**config.mk**
```make
export PLATFORM = sky130hd
export DESIGN_NAME = sym_err_counter
export DESIGN_NICKNAME = d
export VERILOG_FILES = /design/src/rtl/sym_err_counter.sv
export SDC_FILE = /design/constraint.sdc
export NUM_CORES = 1
export LEC_CHECK = 0
export ABC_CLOCK_PERIOD_IN_PS = 5900
export CAP_MARGIN = 10
export CELL_PAD_IN_SITES_DETAIL_PLACEMENT = 1
export CELL_PAD_IN_SITES_GLOBAL_PLACEMENT = 2
export CORE_ASPECT_RATIO = 0.75
export CORE_MARGIN = 2
export CORE_UTILIZATION = 37
export DETAILED_ROUTE_END_ITERATION = 8
export GPL_TIMING_DRIVEN = 0
export HOLD_SLACK_MARGIN = 0.03
export PLACE_DENSITY = 0.92
export REMOVE_ABC_BUFFERS = 1
export SETUP_SLACK_MARGIN = 0.3
export SLEW_MARGIN = 20
export SYNTH_ARGS = -nofsm -noshare
export SYNTH_HDL_FRONTEND = slang
export SYNTH_SLANG_ARGS = --single-unit
```
**constraint.sdc**
```tcl
create_clock -name clk -period 5.9 [get_ports clk]
set_input_delay 1.475 -clock clk [delete_from_list [all_inputs] [get_ports clk]]
set_output_delay 1.475 -clock clk [all_outputs]
set_load 0.1 [all_outputs]
```
**src/rtl/sym_err_counter.sv**
```systemverilog
// Self-aligning symbol-error counter behind the 4-ASK slicer: searches the tx->rx
// delay tap, then counts symbols and errors over hold-bounded windows.
module sym_err_counter #(
  parameter int unsigned MAX_DELAY   = 8,
  parameter int unsigned SEARCH_LEN  = 64,
  parameter int unsigned LOCK_THRESH = 2,
  parameter int unsigned COUNT_W     = 22
) (
  input  logic                         clk,
  input  logic                         reset,
  input  logic                         clk_en,
  input  logic [1:0]                   sym_tx,
  input  logic [1:0]                   sym_rx,
  input  logic                         hold,
  output logic [$clog2(MAX_DELAY)-1:0] delay_sel,
  output logic                         locked,
  output logic [COUNT_W-1:0]           sym_count,
  output logic [COUNT_W-1:0]           err_count,
  output logic                         result_valid
);

  localparam int unsigned DW = $clog2(MAX_DELAY);
  localparam int unsigned WW = $clog2(SEARCH_LEN) + 1;
  localparam logic [COUNT_W-1:0] CntMax = '1;

  typedef enum logic {StSearch, StLocked} state_e;

  state_e              state_q, state_d;
  logic [1:0]          dly_q [MAX_DELAY-1];
  logic [1:0]          taps  [MAX_DELAY];
  logic [DW-1:0]       delay_sel_q, delay_sel_d, next_sel;
  logic [WW-1:0]       win_cnt_q, win_cnt_d;
  logic [WW-1:0]       search_err_q, search_err_d, search_total;
  logic [COUNT_W-1:0]  sym_acc_q, sym_acc_d, err_acc_q, err_acc_d;
  logic [COUNT_W-1:0]  sym_count_q, sym_count_d, err_count_q, err_count_d;
  logic [COUNT_W-1:0]  sym_sat, err_sat;
  logic                valid_q, valid_d;
  logic                mismatch, win_end, search_pass, lose_lock;

  // Tap 0 is the live transmit symbol; tap k is sym_tx delayed by k enables.
  always_comb begin
    taps[0] = sym_tx;
    for (int k = 1; k < int'(MAX_DELAY); k++) begin
      taps[k] = dly_q[k-1];
    end
  end

  always_comb begin
    mismatch     = (sym_rx != taps[delay_sel_q]);
    next_sel     = (delay_sel_q == DW'(MAX_DELAY - 1)) ? '0 : delay_sel_q + 1'b1;
    win_end      = (win_cnt_q == WW'(SEARCH_LEN - 1));
    search_total = search_err_q + WW'(mismatch);
    search_pass  = (search_total <= WW'(LOCK_THRESH));
    sym_sat      = (sym_acc_q == CntMax) ? CntMax : sym_acc_q + 1'b1;
    err_sat      = (err_acc_q == CntMax) ? CntMax : err_acc_q + COUNT_W'(mismatch);
    // Window is unusable once errors exceed a quarter of the symbols.
    lose_lock    = (err_sat > (sym_sat >> 2));
  end

  // State register
  always_ff @(posedge clk or posedge reset) begin
    if (reset) begin
      state_q      <= StSearch;
      delay_sel_q  <= '0;
      win_cnt_q    <= '0;
      search_err_q <= '0;
      sym_acc_q    <= '0;
      err_acc_q    <= '0;
      sym_count_q  <= '0;
      err_count_q  <= '0;
      valid_q      <= 1'b0;
      for (int k = 0; k < int'(MAX_DELAY) - 1; k++) begin
        dly_q[k] <= '0;
      end
    end else begin
      state_q      <= state_d;
      delay_sel_q  <= delay_sel_d;
      win_cnt_q    <= win_cnt_d;
      search_err_q <= search_err_d;
      sym_acc_q    <= sym_acc_d;
      err_acc_q    <= err_acc_d;
      sym_count_q  <= sym_count_d;
      err_count_q  <= err_count_d;
      valid_q      <= valid_d;
      if (clk_en) begin
        dly_q[0] <= sym_tx;
        for (int k = 1; k < int'(MAX_DELAY) - 1; k++) begin
          dly_q[k] <= dly_q[k-1];
        end
      end
    end
  end

  // Next-state logic
  always_comb begin
    state_d = state_q;
    if (clk_en) begin
      unique case (state_q)
        StSearch: if (win_end && search_pass) state_d = StLocked;
        StLocked: if (hold && lose_lock) state_d = StSearch;
        default:  state_d = StSearch;
      endcase
    end
  end

  // Datapath next values
  always_comb begin
    delay_sel_d  = delay_sel_q;
    win_cnt_d    = win_cnt_q;
    search_err_d = search_err_q;
    sym_acc_d    = sym_acc_q;
    err_acc_d    = err_acc_q;
    sym_count_d  = sym_count_q;
    err_count_d  = err_count_q;
    valid_d      = 1'b0;
    if (clk_en) begin
      unique case (state_q)
        StSearch: begin
          win_cnt_d    = win_cnt_q + 1'b1;
          search_err_d = search_total;
          sym_acc_d    = '0;
          err_acc_d    = '0;
          if (win_end) begin
            win_cnt_d    = '0;
            search_err_d = '0;
            if (!search_pass) delay_sel_d = next_sel;
          end
        end
        StLocked: begin
          sym_acc_d = sym_sat;
          err_acc_d = err_sat;
          if (hold) begin
            sym_count_d = sym_sat;
            err_count_d = err_sat;
            sym_acc_d   = '0;
            err_acc_d   = '0;
            valid_d     = 1'b1;
            if (lose_lock) begin
              delay_sel_d  = next_sel;
              win_cnt_d    = '0;
              search_err_d = '0;
            end
          end
        end
        default: ;
      endcase
    end
  end

  // Outputs
  always_comb begin
    locked       = (state_q == StLocked);
    delay_sel    = delay_sel_q;
    sym_count    = sym_count_q;
    err_count    = err_count_q;
    result_valid = valid_q;
  end

endmodule

```
==> results.cfg <==
[placement]
place_area_sq_um = 7320
dp_cells = 962
dp_hpwl_microns = 12100
gp_congestion = 0.796
io_buffers = 56

[timing]
period_minus_slack_ps = 5520
worstMarginPinSlew_ps = 980
period_share_pct = 93.6
fin_skew_ps = 6.29
maxSlewHeadroom_pct = 34.5
final-setup-viol-count = 0
finalMaxSlewViolations = 0
clock.fmax_mhz = 181
rsz0062_at_grt = yes
final_hold_viol_count = 0

[synth]
syn_area_per_cell_sq_um = 9.30
ys_types = 52
ys_ff_latch = 121
synth_ff_type = dfrtp_1
yosys.area.top_type = dfrtp_1
seq_area_frac_synth_pct = 46.7
synthTopCellsByArea = dfrtp_1, ha_1, o22ai_1
yosysMostFrequentCell = dfrtp_1
syn-instance-count = 697
synth_common_cells = dfrtp_1, inv_1, nand2_1
async_flop_share_pct = 100
yosys.area.top_type_share_pct = 46.7
synth_area_sq_um = 6480
synth_edf_count = 0
yosys_warnings = 0

[power_and_ir_drop]
cellPowerDensity_nw_per_um2 = 390
vdd.ir_drop.worst_mv = 0.235
leakagePower_uw = 0.00347

[grt]
grt_pass1_vias = 5551
grt_max_degree = 70
grt_overflow = 0
grt_pass1_wl_microns = 28900
grt_usage_pct = 19.8
grt_antenna_before_repair = 0

[layout]
fin_area_sq_um = 8110
final_cells = 1004
n_antenna_cell = 0
drive_gt1_share_pct = 12.8
fin_nets = 792
area.growth.synth_to_final_pct = 25.1

[routing]
drtIter0Drc = 364
vias = 5383
ant_nets = 0
firstDrtPassIters = 4
viasPerCell = 5.36
wl_microns = 18000
drc_errors = 0
wl_per_cell_microns = 17.9

[clock_tree]
cts-root-buf = clkbuf_16
clockBufferDepth = 2
clock_sinks = 121
clkTransAtPathRegs_ps = 50
clock_latency_ps = 420
cts_buffers = 17
htree_levels = 4
cts_tree = yes

[die]
core-area_sq_um = 17000
rows = 41
start_util_pct = 38.2
ioPinCount = 57
die_h_microns = 119
die_x_microns = 157
dieArea_sq_um = 18600

[run_status]
outcome = completed

[setup_path]
reg2regPathDepth = 17
required_ps = 6200
cp_max_fo = 6
cp-start-kind = input port
crit_type = in -> reg
cp.arrival_ps = 5820
crit_path_end_kind = flop

[hold_path]
hold_depth = 2
hp-class = reg -> reg

[job]
drv_cap = 0
-- per-layer routing --
layer | track usage, % | wire, microns | up-vias
met4 | 5.96 | 231 | 0
met2 | 31.4 | 8660 | 83
met5 | 0 | 0 | -
met1 | 27.1 | 8610 | 2711
li1 | - | - | 2567
met3 | 4.22 | 475 | 22
-- stage by stage --
step	setup slack [ps]	hold slack, ps	util [%]	total power [uW]	setup TNS (ps)
2_1_floorplan	955	475	-	1790	0
4_1_cts	297	485	46.6	3110	0
6_report	376	475	47.8	3170	0
3_3_place_gp	-2740	467	42.4	1990	-214920
3_5_place_dp	-438	476	43.1	2070	-5750
5_1_grt	227	515	47.8	3320	0
-- layout make-up --
| cell class | instances | area (sq um) |
|---|---|---|
| fill | 1889 | 8870 |
| clock buffer | 25 | 485 |
| clock inverter | 7 | 91.3 |
| timing repair buffer | 70 | 719 |
| tap | 236 | 295 |
| sequential | 121 | 3030 |
| inverter | 83 | 317 |
| multi-input combinational | 462 | 3180 |
-- cells by family (layout without fill, tap and decap cells) --
family / Yosys count / after routing / synth area share, %
DFF: 121 / 121 / 46.7
and+or+nand+nor: 211 / 213 / 15.8
AOI/OAI and AO/OA: 164 / 164 / 15.7
xor gates and xnor gates: 28 / 28 / 3.78
buffers and inverters: 116 / 185 / 6.97
muxes: 28 / 28 / 5.44
adders and majority gates: 29 / 29 / 5.60
-- repair_timing --
item / CTS / global route
endpoints found under the hold margin: 0 / 0
setup buffers: 0 / 8
resized for setup: 6 / 24
pin swaps: 0 / 12
cloned: 0 / 2
hold buffers: 0 / 0
setup endpoints to repair: 17 / 17
-- cell usage in the layout, fill, tap and decap left out, types with 3 or more instances in the layout --
master	synthesis	routed
o21ai_0	55	53
and4_1	4	4
or4_1	4	4
nand2_1	73	71
o2bb2ai_1	3	3
mux2_2	18	18
clkbuf_1	28	5
dfrtp_1	121	121
buf_6	2	3
clkdlybuf4s50_1	0	55
mux4_2	4	4
ha_4	0	3
nor3_1	13	11
mux2i_1	6	5
o21a_1	3	3
and2_1	4	3
o22ai_1	56	54
a31o_1	11	11
ha_1	29	26
nand4_1	15	15
o21ai_1	2	3
buf_4	0	9
clkbuf_8	0	3
nor2b_1	4	4
xor2_1	4	4
nor3b_1	3	3
nor2_1	48	45
inv_1	83	82
nand3_1	24	22
a21oi_1	15	15
and3_1	7	7
a211oi_1	4	3
clkbuf_16	0	17
or2_2	3	3
clkinv_2	0	3
xnor2_1	24	24
-- worst max-delay path, stage by stage --
cell,delay [ps]
clkdlybuf4s50_1,420
mux4_2,470
mux2i_2,210
xor2_1,110
nand2_2,130
ha_4,190
and2_4,200
nand4_1,140
xnor2_1,210
nor2_2,230
inv_1,70
ha_1,290
nand4_1,230
nor4_4,400
a211oi_2,120
o211a_1,330
o21ai_4,210
mux2_2,360
-- where the power goes --
| group | internal [uW] | switching [uW] |
|---|---|---|
| combinational | 417 | 634 |
| sequential | 940 | 155 |
| clock | 653 | 368 |
-- state kept, by name, indices dropped and copies added (netlist names) --
name and cells:
sym_acc_q 22, result_valid 1, win_cnt_q 7, dly_q 14, sym_count 22, search_err_q 7
delay_sel 3, err_count 22, err_acc_q 22, locked 1
-- worst paths after layout --
check	slack (ps)	to	startpoint
worst max-delay path	380	delay_sel[0]$_DFFE_PP0P_	sym_tx[0]
worst min-delay path	470	err_count[16]$_DFFE_PP0P_	err_count[16]$_DFFE_PP0P_
worst max register to register	1160	delay_sel[0]$_DFFE_PP0P_	delay_sel[0]$_DFFE_PP0P_
worst min register to register	470	err_count[16]$_DFFE_PP0P_	err_count[16]$_DFFE_PP0P_
max in group asynchronous	3670	err_count[9]$_DFFE_PP0P_	reset
min in group asynchronous	1500	dly_q[12]$_DFFE_PP0P_	reset
(Power assumes the default switching activity.)
